### config.mk
export PLATFORM = sky130hd
export DESIGN_NAME = if_id_stage
export DESIGN_NICKNAME = d
export VERILOG_FILES = /design/src/rtl/if_id_stage_pkg.sv /design/src/rtl/if_id_stage_hazard_detect.sv /design/src/rtl/if_id_stage.sv
export SDC_FILE = /design/constraint.sdc
export NUM_CORES = 1
export LEC_CHECK = 0
export CAP_MARGIN = 20
export CORE_AREA = 2 2 94 96
export CTS_CLUSTER_SIZE = 25
export DETAILED_ROUTE_END_ITERATION = 12
export DIE_AREA = 0 0 96 98
export DONT_BUFFER_PORTS = 1
export GPL_TIMING_DRIVEN = 0
export PLACE_DENSITY = 0.77
export SYNTH_ARGS = -nofsm -noshare
export SYNTH_HDL_FRONTEND = slang
export SYNTH_SLANG_ARGS = --single-unit
### constraint.sdc
create_clock -name clk -period 3.4 [get_ports clk]
set_clock_uncertainty 0.05 [all_clocks]
set_input_delay 0.68 -clock clk [delete_from_list [all_inputs] [get_ports clk]]
set_output_delay 0.68 -clock clk [all_outputs]
set_load 0.005 [all_outputs]
### src/rtl/if_id_stage_pkg.sv
// if_id_stage_pkg: shared CPU encodings and the supervisor-preserving PC+4 helper
package if_id_stage_pkg;
  localparam logic [31:0] NOP_INSTR = 32'h0000_0000;
  localparam logic [31:0] ILLOP     = 32'h8000_0004;
  localparam logic [31:0] XADR      = 32'h8000_0008;
  typedef enum logic [2:0] {
    PCSRC_SEQ   = 3'b000,
    PCSRC_BR    = 3'b001,
    PCSRC_JMP   = 3'b010,
    PCSRC_JR    = 3'b011,
    PCSRC_ILLOP = 3'b100,
    PCSRC_XADR  = 3'b101
  } pcsrc_t;
  // bit31 is the supervisor flag and never takes the carry out of bit30
  function automatic logic [31:0] pc_plus4(input logic [31:0] pc);
    logic [31:0] s;
    s = pc + 32'd4;
    return {pc[31], s[30:0]};
  endfunction
endpackage

### src/rtl/if_id_stage_hazard_detect.sv
// hazard_detect: load-use compare between a load in EX and the sources of the instruction in ID
module hazard_detect
  import if_id_stage_pkg::*;
(
  input  logic       mem_read,
  input  logic [4:0] rt,
  input  logic       valid,
  input  logic [4:0] src_a,
  input  logic [4:0] src_b,
  output logic       hz
);
  // $zero never carries a dependency, and bubbles have no sources
  assign hz = mem_read & (rt != 5'd0) & valid & ((rt == src_a) | (rt == src_b));
endmodule

### src/rtl/if_id_stage.sv
// if_id_stage: IF/ID pipeline register with load-use stall, flush bubbles and irq bubble injection
module if_id_stage #(
  parameter logic [31:0] NOP_INSTR = if_id_stage_pkg::NOP_INSTR,
  parameter logic [31:0] RESET_PC  = 32'h0800_0000
) (
  input  logic        clk,
  input  logic        reset,
  input  logic [31:0] pc,
  input  logic [31:0] instr_in,
  input  logic        flush,
  input  logic        id_ex_mem_read,
  input  logic [4:0]  id_ex_rt,
  input  logic        irq,
  output logic        pc_write,
  output logic [31:0] if_id_instr,
  output logic [31:0] if_id_pc,
  output logic [31:0] if_id_pc_plus4,
  output logic        if_id_valid,
  output logic        if_id_irq,
  output logic        irq_ack
);
  import if_id_stage_pkg::*;
  logic hz;
  logic irq_pend;
  logic ins;
  hazard_detect u_hazard (
    .mem_read (id_ex_mem_read),
    .rt       (id_ex_rt),
    .valid    (if_id_valid),
    .src_a    (if_id_instr[25:21]),
    .src_b    (if_id_instr[20:16]),
    .hz       (hz)
  );
  // a flush overrides the stall so the PC can take the redirect target
  assign pc_write = ~hz | flush;
  // irq bubble only on an edge that is neither flushing nor stalling, and only in user mode
  assign ins = irq_pend & ~pc[31] & ~flush & ~hz;
  // IF/ID register, pending-irq latch and ack pulse with flush > stall > irq > normal priority
  always_ff @(posedge clk or negedge reset) begin
    if (!reset) begin
      if_id_instr    <= NOP_INSTR;
      if_id_pc       <= RESET_PC;
      if_id_pc_plus4 <= RESET_PC + 32'd4;
      if_id_valid    <= 1'b0;
      if_id_irq      <= 1'b0;
      irq_ack        <= 1'b0;
      irq_pend       <= 1'b0;
    end else begin
      irq_pend <= ~ins & (irq_pend | (irq & ~pc[31]));
      irq_ack  <= ins;
      if (flush) begin
        if_id_instr <= NOP_INSTR;
        if_id_valid <= 1'b0;
        if_id_irq   <= 1'b0;
      end else if (!hz) begin
        if_id_instr    <= ins ? NOP_INSTR : instr_in;
        if_id_pc       <= pc;
        if_id_pc_plus4 <= pc_plus4(pc);
        if_id_valid    <= ~ins;
        if_id_irq      <= ins;
      end
    end
  end
endmodule

==> impl_metrics.tcl <==
set metrics [dict create \
    grt_pass1_vias 3300 \
    cts_tree "built" \
    muxShareOfSynthArea_pct 24.62 \
    dr_wl_met2_mm 5.118 \
    ys_dominant_reg_cell "dfrtp_1" \
    diodes 0 \
    dpl.hpwl_mm 7.367 \
    die_x_um 96 \
    post-route-util_pct 62.39 \
    post_cts_buffers 0 \
    hp-class "input pin to async pin" \
    vias 2974 \
    port_buffers 0 \
    wl_per_cell_um 20.21 \
    setup.worst_path.start "if_id_instr[21]" \
    top_layer_used "met4" \
    synth_simple_gate_area_share_pct 13.05 \
    cts_made_buffers 9 \
    yosysSeqAreaShare_pct 49.42 \
    synth_largest_area_cell "dfrtp_1" \
    synth_cell_types 36 \
    power.internal_mw 1.832 \
    worstMarginPinSlew_ns 0.7433 \
    fin_crit_sh_pct 74.63 \
    p_seq_share_pct 56.0 \
    synth-xor-area-share_pct 6.587 \
    hold_viol 0 \
    dpl_cell_area_sq_um 5055 \
    synth_seq_cells 97 \
    cp_data_required_time_ns 2.67 \
    nets 468 \
    route.met3.wl_mm 1.038 \
    cts_sinks 97 \
    final.setup.worst_slack_ns 0.8624 \
    gp_congestion 0.7518 \
    crit_fanout 3 \
    grt_max_degree 95 \
    fp-row-count 34 \
    final_area_sq_um 5281 \
    synth_area_sq_um 4920 \
    instances_no_fill 506 \
    clock_power_share_pct 30.5 \
    async_reset_ff_share_pct 100.0 \
    slew_violations 0 \
    synth_common_cells "dfrtp_1, mux2_4, nand2_1, mux2i_1, nand2b_1" \
    grtUsageTotal_pct 22.05 \
    cts-root-buf "clkbuf_8" \
    synth_edf_count 0 \
    maxSlewHeadroom_pct 50.06 \
    max_freq_ghz 0.3941 \
    syn_nets 456 \
    first_pass_iters 7 \
    antenna_left 0 \
    yosys_warnings 0 \
    place_ws_ns 0.9496 \
    overflow 0 \
    drt-total-wl_mm 10.23 \
    rsz0062_at_grt "false" \
    setup_viol 0 \
    cts_max_level 3 \
    postSynthAreaPerCell_sq_um 12.91 \
    initial_core_util_pct 58.11 \
    power_mw 2.460 \
    dp.cells 489 \
    die_h_um 98 \
    crit_type "flop to output pin" \
    p_leak_nw 2.546 \
    vias_per_cell 5.877 \
    fillCellCount 655 \
    clock_path_buffers 2 \
    end_kind "output pin" \
    outcome "finished clean" \
    switching_share_pct 25.52 \
    path_clk_slew_ns 0.09 \
    r2r-start "if_id_instr[21]" \
    yosysTopAreaCellShare_pct 47.81 \
    area_growth_pct 7.350 \
    dieArea_sq_um 9408 \
    ir_drop_v 0.0002925 \
    p_per_area_nw_per_um2 465.8 \
    layout-drive-gt1-share_pct 25.13 \
    synth_area_leaders "dfrtp_1, mux2_4, mux2i_1, nand2b_1, xnor2_1" \
    synth_cells 381 \
    post-route-min-period_ns 2.538 \
    coreArea_sq_um 8466 \
    hold-worst-slack_ns 0.1162 \
    yosysMostFrequentCell "dfrtp_1" \
    drcViolationCount 0 \
    power.switching_uw 627.8 \
    synthAdderAreaFrac_pct 0.2543 \
    p_comb_share_pct 13.5 \
    grt_pass1_wl_mm 16.23 \
    max_cap_viol_count 0 \
    clock_latency_ns 0.34 \
    cp.arrival_ns 1.81 \
    tns_ns 0 \
    synth_compound_area_share_pct 1.094 \
    wl_met1_mm 3.948 \
    drt_iter0_markers 102 \
    ff2ff_path_depth 7 \
    startpoint_type "flop" \
    synth_top_family_by_area "multiplexers" \
    ctsResizeCount 0 \
    antenna_found_initial 0 \
    pin_count 174 \
]
==> final cells by class <==
cell class | count | area, sq um | share of cell area (%)
Buffer | 20 | 222.7 | 4.217
Clock buffer | 12 | 145.1 | 2.748
Clock inverter | 4 | 53.80 | 1.019
Inverter | 6 | 22.52 | 0.4264
Multi-Input combinational cell | 258 | 2243 | 42.48
Sequential cell | 97 | 2431 | 46.03
Tap cell | 108 | 135.1 | 2.559
Timing Repair Buffer | 1 | 27.53 | 0.5212
==> layout by cell type, fill, tap and decap left out, types with 5 or more instances in the layout <==
cell type and instances:
clkbuf_1 8, nor2_1 11, clkbuf_8 10, mux2_4 55, inv_1 6, xnor2_1 20, dfrtp_1 94, xor2_1 17
nand3_1 10, buf_12 7, nand2_1 41, buf_4 5, nand4_1 9, nand2b_1 32, mux2i_1 34
==> power groups by stage <==
stage	Clock [mW]	Combinational, mW	Sequential (mW)
finish	0.751	0.332	1.38
global route	0.827	0.366	1.39
CTS	0.774	0.337	1.38
detailed placement	0	0.311	1.40
global placement	0	0.298	1.40
floorplan	0	0.273	1.36
==> cells by family after synthesis <==
logic type,after synthesis
simple gates,120
flops,97
mux,93
xor+xnor,37
buf+inv,26
compound gates,7
fa+ha+maj,1
==> layer usage <==
layer | up-vias | global-route usage (%)
li1 | 1309 | -
met2 | 155 | 36.59
met4 | 0 | 6.813
met3 | 15 | 7.639
met5 | - | 0
met1 | 1495 | 26.84
==> final timing paths <==
path                                      end  slack (ns)
min in group clk            if_id_pc_plus4[2]        0.34
max reg2reg                if_id_pc_plus4[19]        1.42
min reg2reg                 if_id_pc_plus4[2]        0.44
max                                  pc_write        0.86
max in group asynchronous     if_id_instr[16]        2.72
min                        if_id_pc_plus4[27]        0.12
==> critical path, stage by stage, from the launching register on <==
cell	delay [ns]
dfrtp_1	0.44
xor2_1	0.16
nor3_1	0.19
a22oi_1	0.14
or3_2	0.52
==> flip-flops by register name, indices dropped and copies added (netlist names) <==
name            flops
if_id_pc_plus4     29
if_id_instr        32
irq_pend            1
if_id_valid         1
if_id_pc           32
if_id_irq           1
irq_ack             1
==> repair_timing <==
action | 4_1_cts | 5_1_grt
endpoints found under the setup margin | 0 | 0
endpoints found under the hold margin | 94 | 0
hold buffers | 1 | 0
(Power assumes the default switching activity.)
